## config.mk

```make
export PLATFORM = sky130hd
export DESIGN_NAME = dds_phase_ctrl
export DESIGN_NICKNAME = d
export VERILOG_FILES = /design/src/rtl/dds_phase_ctrl.sv
export SDC_FILE = /design/constraint.sdc
export NUM_CORES = 1
export LEC_CHECK = 0
export CORE_AREA = 2 2 168 170
export CTS_CLUSTER_DIAMETER = 200
export CTS_CLUSTER_SIZE = 30
export DETAILED_ROUTE_END_ITERATION = 8
export DIE_AREA = 0 0 170 172
export PLACE_DENSITY_LB_ADDON = 0.08
export SLEW_MARGIN = 25
export SYNTH_ARGS = -nofsm -noshare
export SYNTH_HDL_FRONTEND = slang
export SYNTH_SLANG_ARGS = --single-unit
export TNS_END_PERCENT = 20
```

## constraint.sdc

```tcl
create_clock -name clk -period 4.6 [get_ports clk]
set_clock_uncertainty 0.05 [all_clocks]
set_input_delay 0.46 -clock clk [delete_from_list [all_inputs] [get_ports clk]]
set_output_delay 0.46 -clock clk [all_outputs]
set_load 0.05 [all_outputs]
```

## src/rtl/dds_phase_ctrl.sv

```systemverilog
// DDS phase controller: tick divider, phase accumulator with deferred config update,
// and a RAM read pipeline that turns accumulator phase into registered output samples.
module dds_phase_ctrl #(
    parameter int unsigned PHASE_W    = 32,
    parameter int unsigned ADDR_WIDTH = 10,
    parameter int unsigned DATA_WIDTH = 32,
    parameter int unsigned DIV_W      = 16
) (
    input  logic                  clk,
    input  logic                  rst_n,
    input  logic                  en,
    input  logic                  cfg_valid,
    output logic                  cfg_ready,
    input  logic [PHASE_W-1:0]    cfg_ftw,
    input  logic [PHASE_W-1:0]    cfg_pow,
    input  logic [DIV_W-1:0]      cfg_div,
    input  logic                  ram_busy,
    output logic [ADDR_WIDTH-1:0] ram_addr,
    input  logic [DATA_WIDTH-1:0] rd_data,
    output logic [DATA_WIDTH-1:0] sample,
    output logic                  sample_valid,
    output logic                  wrap
);

    localparam int unsigned ADDR_SHIFT = PHASE_W - ADDR_WIDTH;

    typedef enum logic {
        IDLE,
        RUN
    } state_t;

    typedef struct packed {
        logic [PHASE_W-1:0] ftw;
        logic [PHASE_W-1:0] pow;
        logic [DIV_W-1:0]   div;
    } cfg_t;

    state_t                state;
    state_t                next_state;
    cfg_t                  cur_cfg;
    cfg_t                  pend_cfg;
    cfg_t                  cfg_in_c;
    logic                  pend;
    logic                  pend_next_c;
    logic [PHASE_W-1:0]    acc;
    logic [DIV_W-1:0]      div_cnt;
    logic                  tick_c;
    logic                  accept_c;
    logic                  carry_c;
    logic [PHASE_W:0]      acc_sum_c;
    logic [PHASE_W-1:0]    phase_c;
    logic [ADDR_WIDTH-1:0] addr_c;
    logic                  issue_q;
    logic                  read_ok_q;

    // State register
    always_ff @(posedge clk or negedge rst_n) begin
        if (!rst_n) begin
            state <= IDLE;
        end else begin
            state <= next_state;
        end
    end

    // Next state, tick, handshake and phase arithmetic
    always_comb begin
        next_state  = state;
        tick_c      = 1'b0;
        accept_c    = cfg_valid & cfg_ready;
        cfg_in_c    = '{ftw: cfg_ftw, pow: cfg_pow, div: cfg_div};
        acc_sum_c   = {1'b0, acc} + {1'b0, cur_cfg.ftw};
        carry_c     = acc_sum_c[PHASE_W];
        phase_c     = acc_sum_c[PHASE_W-1:0] + cur_cfg.pow;
        addr_c      = ADDR_WIDTH'(phase_c >> ADDR_SHIFT);
        pend_next_c = pend;
        unique case (state)
            IDLE: begin
                if (en) begin
                    next_state = RUN;
                end
                pend_next_c = 1'b0;
            end
            RUN: begin
                if (!en) begin
                    next_state = IDLE;
                end
                tick_c = !ram_busy && (div_cnt == cur_cfg.div);
                if (tick_c && carry_c) begin
                    pend_next_c = 1'b0;
                end
                if (accept_c) begin
                    pend_next_c = 1'b1;
                end
            end
            default: begin
                next_state = IDLE;
            end
        endcase
    end

    // Config, accumulator, divider and address generation
    always_ff @(posedge clk or negedge rst_n) begin
        if (!rst_n) begin
            cur_cfg   <= '0;
            pend_cfg  <= '0;
            pend      <= 1'b0;
            acc       <= '0;
            div_cnt   <= '0;
            ram_addr  <= '0;
            wrap      <= 1'b0;
            cfg_ready <= 1'b1;
        end else begin
            wrap      <= 1'b0;
            pend      <= pend_next_c;
            cfg_ready <= (next_state == IDLE) || !pend_next_c;
            if (state == IDLE) begin
                // A config left pending when RUN ended is applied here unless a newer one arrives
                if (accept_c) begin
                    cur_cfg <= cfg_in_c;
                    acc     <= '0;
                    div_cnt <= '0;
                end else if (pend) begin
                    cur_cfg <= pend_cfg;
                    acc     <= '0;
                    div_cnt <= '0;
                end
            end else begin
                if (tick_c) begin
                    acc      <= acc_sum_c[PHASE_W-1:0];
                    ram_addr <= addr_c;
                    div_cnt  <= '0;
                    wrap     <= carry_c;
                    if (carry_c && pend) begin
                        cur_cfg <= pend_cfg;
                    end
                end else if (!ram_busy) begin
                    div_cnt <= div_cnt + DIV_W'(1);
                end
                if (accept_c) begin
                    pend_cfg <= cfg_in_c;
                end
            end
        end
    end

    // Read pipeline: issue -> RAM read cycle (dropped if busy) -> sample capture
    always_ff @(posedge clk or negedge rst_n) begin
        if (!rst_n) begin
            issue_q      <= 1'b0;
            read_ok_q    <= 1'b0;
            sample_valid <= 1'b0;
            sample       <= '0;
        end else begin
            issue_q      <= tick_c;
            read_ok_q    <= issue_q && !ram_busy;
            sample_valid <= read_ok_q;
            if (read_ok_q) begin
                sample <= rd_data;
            end
        end
    end

endmodule

```

==> key figures <==
Run status
  – Status: completed

Floorplanning
  – Area of the die: ~30,000 um^2
  – # rows: ~60
  – Starting Density: 0.515
  – CORE AREA: about 27,000 um^2
  – # IOs: approximately 160
  – Die X: between 150 and 200 um
  – Die H: around 170 um

Setup path
  – WP depth: 21
  – Critical path arrival: approximately 4900 ps
  – Worst endpoint required time: between 4000 and 5000 ps
  – Worst-path fanout max: 4
  – Worst r2r path cells: 21
  – Crit path kind: register to register
  – Worst reg2reg path endpoint: ram_addr[8]
  – CP bufs+invs: 3
  – CP top delay family: compound AO/OA/AOI/OAI gates
  – Crit-path cells: ha_2 -> inv_2 -> fa_2 -> nor2b_1 -> o31a_1 -> o32a_4 -> a211oi_4 -> o21bai_1 -> a211oi_2 -> nor2_2 -> ha_4 -> nand2_2 -> a2111oi_2 -> buf_4 -> nand3_1 -> o211ai_1 -> buf_4 -> o211ai_1 -> and2_4 -> o2111a_1 -> a221o_1
  – CP endpoint kind: register
  – Startpoint types: register
  – Slowest stage delay, CP: roughly 400 ps
  – R2r startpoint: cur_cfg[48]
  – Reg2Reg Setup Slack: 10 ps
  – Slowest stage cell on the critical path: dfrtp_1

Clocking
  – Clk slew on worst S/H paths: between 100 and 150 ps
  – Max Root-Sink Buffers: 3
  – Htree depth: 1
  – CTS Buf Count: 12
  – Clk Tree Root Cell: clkbuf_16
  – Worst skew pair latency: 500 ps
  – Clock tree sinks: ~260
  – CTS tree: built

Final layout
  – Layout cells sized above 1: 0.202
  – Fin area: approximately 17,000 um^2
  – Final #Nets: around 1.7k
  – Commonest non-fill, non-tap cell in the layout: nand2_1
  – Ant. Diodes: 0
  – Area growth syn-to-layout: 19.4%
  – Commonest non-fill, non-tap cells in the layout: nand2_1 (294), dfrtp_1 (256), clkdlybuf4s50_1 (160), mux2_2 (112), mux2_4 (79)
  – FILL cells: between 2k and 2.5k

Synthesis
  – EDFF count, synth: 0
  – Syn nets: ~1.5k
  – Post-synthesis cell count: approximately 1.3k
  – Area leader, netlist: dfrtp_1
  – Synth top area cells: dfrtp_1 (45%), mux2_2 (8.9%), mux2_4 (8.4%)
  – XOR/XNOR Fraction of Synth Area: 0.0371
  – Adder-Cell Fraction of Synth Area: 0.0616
  – Sequential area share after synthesis: 0.455
  – Yosys warnings: 0
  – Post-Syn Area: around 14,000 um^2
  – Library cells used by synthesis: 65
  – Area fraction of the dominant cell type after synthesis: 0.453
  – Synth Area in Simple Gates: 0.132
  – Yosys reg bits: around 260
  – Synth async-reset ratio: 1.00
  – Compound-Gate Fraction of Synth Area: 0.107
  – Main combinational cell family by area after synthesis: multiplexers
  – Mux share of post-synthesis cell area: 0.176
  – Ys flop type: dfrtp_1
  – Avg Inst Size Synth: 10.7 um^2

Routing
  – Residual DRC: 0
  – DR WL/cell: 17.6 um
  – Met1 Wirelength: 15,900 um
  – First DRT Iteration DRCs: roughly 670
  – Metal3 WL: 1340 um
  – Met2 wire length: approximately 15,000 um
  – Initial DRT Pass Iterations: 4
  – Top sig layer: met4
  – Final ANT Viol Nets: 0
  – Via count: between 10k and 15k
  – Vias/cell: about 5.5
  – Routed WL: 32,600 um

Pwr
  – Internal power: roughly 0.0053 W
  – Worst vdd ir: about 0.32 mV
  – Part of the power in combinational logic: 0.471
  – LEAKAGE: around 8 nW
  – Clock power frac: 0.145
  – Switching Share: 0.374
  – Psw: roughly 0.0032 W
  – Seq pwr share: 0.384
  – Pwr/cell area: 505 nW/um^2

Timing
  – Unrepaired setup endpoints after global routing: yes
  – Final Cycle Share: 0.997
  – Slew @ Worst Pin: between 900 and 1000 ps
  – Post-layout min period: 4590 ps
  – Final Setup Violations: 0
  – Setup WS post-layout: roughly 12 ps
  – Final Max Tran Viols: 0
  – Max-slew headroom: 0.387
  – Final hold violation count: 0
  – Fmax: 0.218 GHz

Global route
  – Vias in the first global route: slightly above 10k
  – Initial antenna violation count: 0
  – Largest net degree at the start of global routing: just under 90
  – Overflow after GRT: 0
  – Total GRT Usage: 0.225
  – First-pass GRT wire length: approximately 53,000 um

Placed design
  – Post-DP Area: 16,400 um^2
  – Routability cong.: 0.887
  – HPWL after DPL: ~23,000 um
  – PortBufs: approximately 160
  – Worst slack, placed: -180 ps

Min path
  – Type of the tightest min-delay check: primary input to register
  – Hold Path Depth: 1
  – Worst hold endpoint: state
  – HP Start: en

Flow run
  – # Max-Cap Violations: 0
logic make-up (layout without fill, tap and decap cells):
group,after synthesis,count (layout)
and+or+nand+nor,440,440
DFF,257,257
AOI/OAI and AO/OA,214,214
muxes,195,195
buffers and inverters,82,275
adders and majority gates,69,69
xor gates and xnor gates,60,60
cells in the mapped netlist, types with 3 or more instances:
| cell type | number |
|---|---|
| o21ai_0 | 37 |
| clkbuf_1 | 34 |
| nor3_1 | 9 |
| a211oi_1 | 13 |
| dfrtp_1 | 256 |
| xor2_1 | 37 |
| and3_1 | 13 |
| nand4_1 | 13 |
| xnor2_1 | 23 |
| a31oi_1 | 6 |
| a211o_1 | 3 |
| o21bai_1 | 5 |
| mux2_2 | 112 |
| and4_1 | 3 |
| o21a_1 | 15 |
| a2111oi_0 | 3 |
| o211ai_1 | 9 |
| inv_1 | 24 |
| nor4_1 | 7 |
| nand2_1 | 296 |
| o31ai_1 | 5 |
| a21oi_1 | 38 |
| a21boi_0 | 4 |
| ha_1 | 68 |
| nor2b_1 | 6 |
| mux2_4 | 79 |
| nand3_1 | 20 |
| and2_1 | 4 |
| nor2_1 | 51 |
| o22ai_1 | 4 |
| mux2i_1 | 4 |
| o31a_1 | 4 |
| a22o_1 | 30 |
| a21o_1 | 13 |
| buf_1 | 14 |
| nand2b_1 | 9 |
| o2111ai_1 | 3 |
| o311ai_0 | 3 |
| buf_12 | 8 |
power by group through the flow:
stage          clock [W]  sequential (W)  combinational (W)
5_1_grt          0.00137         0.00335            0.00440
6_report         0.00124         0.00328            0.00402
3_3_place_gp           0         0.00330            0.00385
3_5_place_dp           0         0.00332            0.00388
2_1_floorplan          0         0.00348            0.00237
4_1_cts          0.00130         0.00328            0.00395
how the worst max path moves through the flow:
stage,startpoint,end,slack (ps)
after floorplan,cur_cfg[48],ram_addr[8],70
after global placement,cur_cfg[48],ram_addr[8],-70
after detailed placement,cur_cfg[48],ram_addr[8],-180
after CTS,cur_cfg[49],ram_addr[8],30
after global routing,cur_cfg[53],ram_addr[8],-270
final,cur_cfg[48],ram_addr[8],10
through the flow:
step | hold slack [ps] | setup TNS (ps) | total power, W | utilization | std cells
floorplan | 114 | 0 | 0.00585 | - | 1317
global placement | 416 | -115 | 0.00715 | 0.596 | 1832
global route | 378 | -1010 | 0.00912 | 0.615 | 1856
CTS | 376 | 0 | 0.00853 | 0.612 | 1854
finish | 389 | 0 | 0.00853 | 0.615 | 1856
detailed placement | 410 | -527 | 0.00720 | 0.597 | 1832
state kept, by name (all words and copies together), names as in the netlist, 10 cells and up:
register / cells
pend_cfg: 80
sample: 32
cur_cfg: 80
ram_addr: 10
acc: 32
div_cnt: 16
repair_timing:
action | 4_1_cts | 5_1_grt
gates resized for setup | 8 | 15
pin swaps | 9 | 12
cloned | 0 | 0
hold endpoints to repair | 79 | 0
buffers inserted | 4 | 2
endpoints found under the setup margin | 5 | 7
hold buffers | 1 | 0
layout make-up:
cell class / instances / area (um^2) / area share
Clock buffer: 16 / 337 / 0.0199
Clock inverter: 1 / 16.3 / 0.000963
Inverter: 25 / 93.8 / 0.00555
Multi-Input combinational cell: 978 / 7380 / 0.437
Sequential cell: 257 / 6430 / 0.381
Tap cell: 346 / 433 / 0.0256
Timing Repair Buffer: 233 / 2200 / 0.130
layer usage:
layer	track usage	up-vias
met5	0	-
met4	0.0334	0
met3	0.0245	21
met2	0.371	212
met1	0.328	4968
li1	-	5006
Note: power is estimated with default switching activity, not from simulation.
==> patch 1: new RTL, config.mk and constraints unchanged <==
`DIV_W`: 16 -> 24.
--- a/src/rtl/dds_phase_ctrl.sv
+++ b/src/rtl/dds_phase_ctrl.sv
@@ -6,3 +6,3 @@
     parameter int unsigned DATA_WIDTH = 32,
-    parameter int unsigned DIV_W      = 16
+    parameter int unsigned DIV_W      = 24
 ) (
Interface: changed (resized cfg_div); port bits go from 162 to 170. The function was not compared with the original's and may differ.
==> patch 1 against the original RTL <==
- largest cell class unchanged
- synthesized area rose by 3.2%
- count of clock-buffer cells in the layout rose by 2
- the run now ends with hold timing left
- worst hold slack got worse by 0.45 ns
- die area did not move
- setup slack improved by 0.20 ns
- sequential cell count rose by 24
- design area rose by 2.8%
- power rose by 0.19%
- synthesized cell count fell by 11%
- routed wire length fell by 8.7%
- critical endpoint is now ram_addr[6]
==> patch 1: results <==
INSERT INTO impl_metrics (metric_group, metric, value, unit) VALUES
('outcome', 'outcome', 'finished with violations', ''),
('hold_path', 'min-delay-path-class', 'input pin to asynchronous set/reset pin', ''),
('placed_design', 'place_inst', '1664', ''),
('sta', 'worst_hold_slack', '-0.0593', 'ns'),
('clock_tree', 'cts_made_buffers', '13', ''),
('placed_design', 'place_area', '0.0167', 'mm2'),
('global_routing', 'grtUsageTotal', '20.3', '%'),
('synth', 'yosys-top-cells-count', 'sky130_fd_sc_hd__mux2_2, sky130_fd_sc_hd__dfrtp_1, sky130_fd_sc_hd__ha_1, sky130_fd_sc_hd__nor2_1, sky130_fd_sc_hd__a21oi_1', ''),
('power', 'worst_ir_drop_vdd', '367', 'uV'),
('sta', 'max-slew-margin-rel', '34.6', '%'),
('cells_and_area', 'fin_nets', '1533', ''),
('outcome', 'failed_checks', 'hold timing', ''),
('global_routing', 'grt_first_pass_wirelength', '48600', 'um'),
('sta', 'hold_violations', '25', ''),
('placed_design', 'place.detailed.hpwl', '21000', 'um'),
('worst_setup_path', 'worst_r2r_startpoint', 'acc[0]', ''),
('synth', 'post_syn_area_per_cell', '12.4', 'um2'),
('cells_and_area', 'share_of_layout_cells_above_drive_strength_1', '29.2', '%'),
('global_routing', 'first_global_vias', '9591', ''),
('placed_design', 'finalWeightedCongestion', '0.893', '');
[patch 1: final cells by class]
type	count	area (um2)	area share, %
repair buffers	201	1990	11.4
well taps	346	433	2.49
inverters	17	63.8	0.368
clock buffers	18	344	1.98
flip-flops and latches	281	7030	40.5
clock inverters	2	28.8	0.166
multi-input cells	825	7470	43.0
[patch 1: power by group through the flow]
stage	clock [mW]	sequential [mW]	combinational (mW)
floorplan	0	3.71	2.32
global placement	0	3.58	3.40
detailed placement	0	3.60	3.47
CTS	1.39	3.55	3.51
global route	1.46	3.65	4.02
finish	1.34	3.55	3.66
[patch 1: how the worst min path moves through the flow]
stage / from / end / cells past startpoint
after CTS: rst_n / pend_cfg[14] / 1
after global routing: rst_n / pend_cfg[14] / 1
after detailed placement: issue_q / read_ok_q / 1
after global placement: issue_q / read_ok_q / 1
final: rst_n / pend_cfg[14] / 1
after floorplan: rst_n / acc[0] / 0
[patch 1: cells by family after synthesis]
kind of cell    synth area share [%]
mux                             24.1
flops                           48.2
compound gates                  8.65
simple gates                    5.95
xor+xnor                        4.98
buf+inv                         2.18
fa+ha+maj                       5.97
[patch 1: through the flow]
| step | TNS, ns | power [mW] | hold WS (ns) | setup slack (ns) |
|---|---|---|---|---|
| CTS | 0 | 8.45 | 0.0290 | 0.00993 |
| finish | 0 | 8.55 | -0.0593 | 0.212 |
| global route | -0.0107 | 9.13 | 0.0681 | -0.0107 |
| floorplan | 0 | 6.03 | 0.114 | 0.250 |
| global placement | 0 | 6.98 | 0.403 | 0.0110 |
| detailed placement | -0.290 | 7.07 | 0.413 | -0.103 |
[patch 1: metal layers]
layer / GRT usage, % / wire (um) / vias to the layer above
met5: 0 / 9 / -
met4: 3.53 / 413 / 2
met3: 2.08 / 1180 / 21
met2: 34.2 / 14000 / 186
met1: 29.1 / 14200 / 4732
li1: - / - / 4604
==> patch 2: new RTL, config.mk and constraints unchanged <==
Made on the original files. Make the reset (`rst_n`) synchronous in 3 clocked blocks.
--- a/src/rtl/dds_phase_ctrl.sv
+++ b/src/rtl/dds_phase_ctrl.sv
@@ -56,3 +56,3 @@
     // State register
-    always_ff @(posedge clk or negedge rst_n) begin
+    always_ff @(posedge clk) begin
         if (!rst_n) begin
@@ -101,3 +101,3 @@
     // Config, accumulator, divider and address generation
-    always_ff @(posedge clk or negedge rst_n) begin
+    always_ff @(posedge clk) begin
         if (!rst_n) begin
@@ -146,3 +146,3 @@
     // Read pipeline: issue -> RAM read cycle (dropped if busy) -> sample capture
-    always_ff @(posedge clk or negedge rst_n) begin
+    always_ff @(posedge clk) begin
         if (!rst_n) begin
Formal check against the unedited RTL: differs if rst_n is asserted again (counterexample within 4 cycles, from zero or initial values and one cycle with rst_n low); with rst_n held inactive, the same outputs for 4 cycles.
==> patch 2 against the original RTL <==
- synthesized area down 10%
- die area is the same
- routed wire length up 0.26%
- design area down 11%
- sequential share of layout area is 3.9 points lower
- setup slack better by 0.16 ns
- sequential cell count unchanged
- critical path type unchanged
- largest cell class unchanged
- highest routed layer is now met5
Power is not compared: it rests on default switching activity, and its combinational part moved more than twofold at a synthesized area within 25%.
==> patch 2: results <==
INSERT INTO impl_metrics (metric_group, metric, value, unit) VALUES
('synth', 'yosys-top-cells-count', 'sky130_fd_sc_hd__dfxtp_1, sky130_fd_sc_hd__nand2_1, sky130_fd_sc_hd__nor2_1, sky130_fd_sc_hd__a21oi_1, sky130_fd_sc_hd__inv_1', ''),
('cells_and_area', 'multiInputGateArea', '0.00687', 'mm2'),
('cells_and_area', 'total_inserted_antenna_cells', '1', ''),
('synth', 'proportion_of_synthesized_chip_area_in_sequential_cells', '40.5', '%'),
('power', 'power', '4.29', 'mW'),
('hold_path', 'worstHoldPathCells', '2', ''),
('placed_design', 'finalWeightedCongestion', '0.865', ''),
('worst_setup_path', 'rr_endpoint', 'ram_addr[8]', ''),
('global_routing', 'grt_use_met1', '30.8', '%'),
('drt', 'starting_drc_count_in_detailed_routing', '611', ''),
('global_routing', 'gr-usage-met2', '36.0', '%'),
('hold_path', 'min-delay-path-class', 'register to register', ''),
('drt', 'route.detailed.wl_per_inst', '16.8', 'um'),
('synth', 'synth.top_cells.by_area', 'sky130_fd_sc_hd__dfxtp_1, sky130_fd_sc_hd__o221a_1, sky130_fd_sc_hd__ha_1, sky130_fd_sc_hd__nand2_1, sky130_fd_sc_hd__a21oi_1', ''),
('global_routing', 'grt_max_degree', '97', ''),
('hold_path', 'worstHoldEndpoint', 'read_ok_q', ''),
('synth', 'synth_async_sr_flop_share', '0', '%'),
('synth', 'synth_ff_type', 'sky130_fd_sc_hd__dfxtp_1', ''),
('outcome', 'outcome', 'finished, final reports clean', ''),
('synth', 'syn_nets', '1673', '');
## patch 2: changes by cell type after synthesis, moves of 55 or more
| cell | unedited run | this run |
|---|---|---|
| sky130_fd_sc_hd__a21oi_1 | 38 | 132 |
| sky130_fd_sc_hd__clkbuf_1 | 34 | 89 |
| sky130_fd_sc_hd__mux2_4 | 79 | 0 |
| sky130_fd_sc_hd__nand2_1 | 296 | 186 |
| sky130_fd_sc_hd__dfxtp_1 | 0 | 257 |
| sky130_fd_sc_hd__inv_1 | 24 | 97 |
| sky130_fd_sc_hd__mux2_2 | 112 | 0 |
| sky130_fd_sc_hd__nor2_1 | 51 | 155 |
| sky130_fd_sc_hd__dfrtp_1 | 256 | 0 |
| sky130_fd_sc_hd__a31oi_1 | 6 | 87 |
| sky130_fd_sc_hd__o221a_1 | 0 | 79 |
## patch 2: metrics by stage
stage	cells	cell area, um2	hold WS (ns)	setup WS, ns	utilization [%]
floorplan	1487	12700	0.354	0.0969	-
global placement	1929	14600	0.359	-0.0446	53.1
finish	1945	15100	0.381	0.176	54.9
CTS	1943	15000	0.376	0.0122	54.4
detailed placement	1929	14600	0.358	-0.323	53.1
global route	1944	15100	0.413	-0.0116	54.8
## patch 2: cell families after synthesis
kind of cell | Yosys count | synth area share [%]
flops | 257 | 40.5
simple gates | 416 | 13.6
xor+xnor | 68 | 4.80
mux | 36 | 2.84
fa+ha+maj | 69 | 6.85
buf+inv | 200 | 6.41
compound gates | 441 | 25.0
## patch 2: what timing repair did
action                                  in CTS  in global routing
endpoints found under the setup margin       8                  8
resized for setup                            7                 19
pin swaps                                    1                 18
hold buffers                                 0                  0
## patch 2: metal layers
layer | wire length [um] | vias to the layer above
met5 | 13 | -
met4 | 709 | 2
met3 | 1660 | 40
met2 | 14400 | 228
met1 | 15900 | 5014
li1 | - | 5481
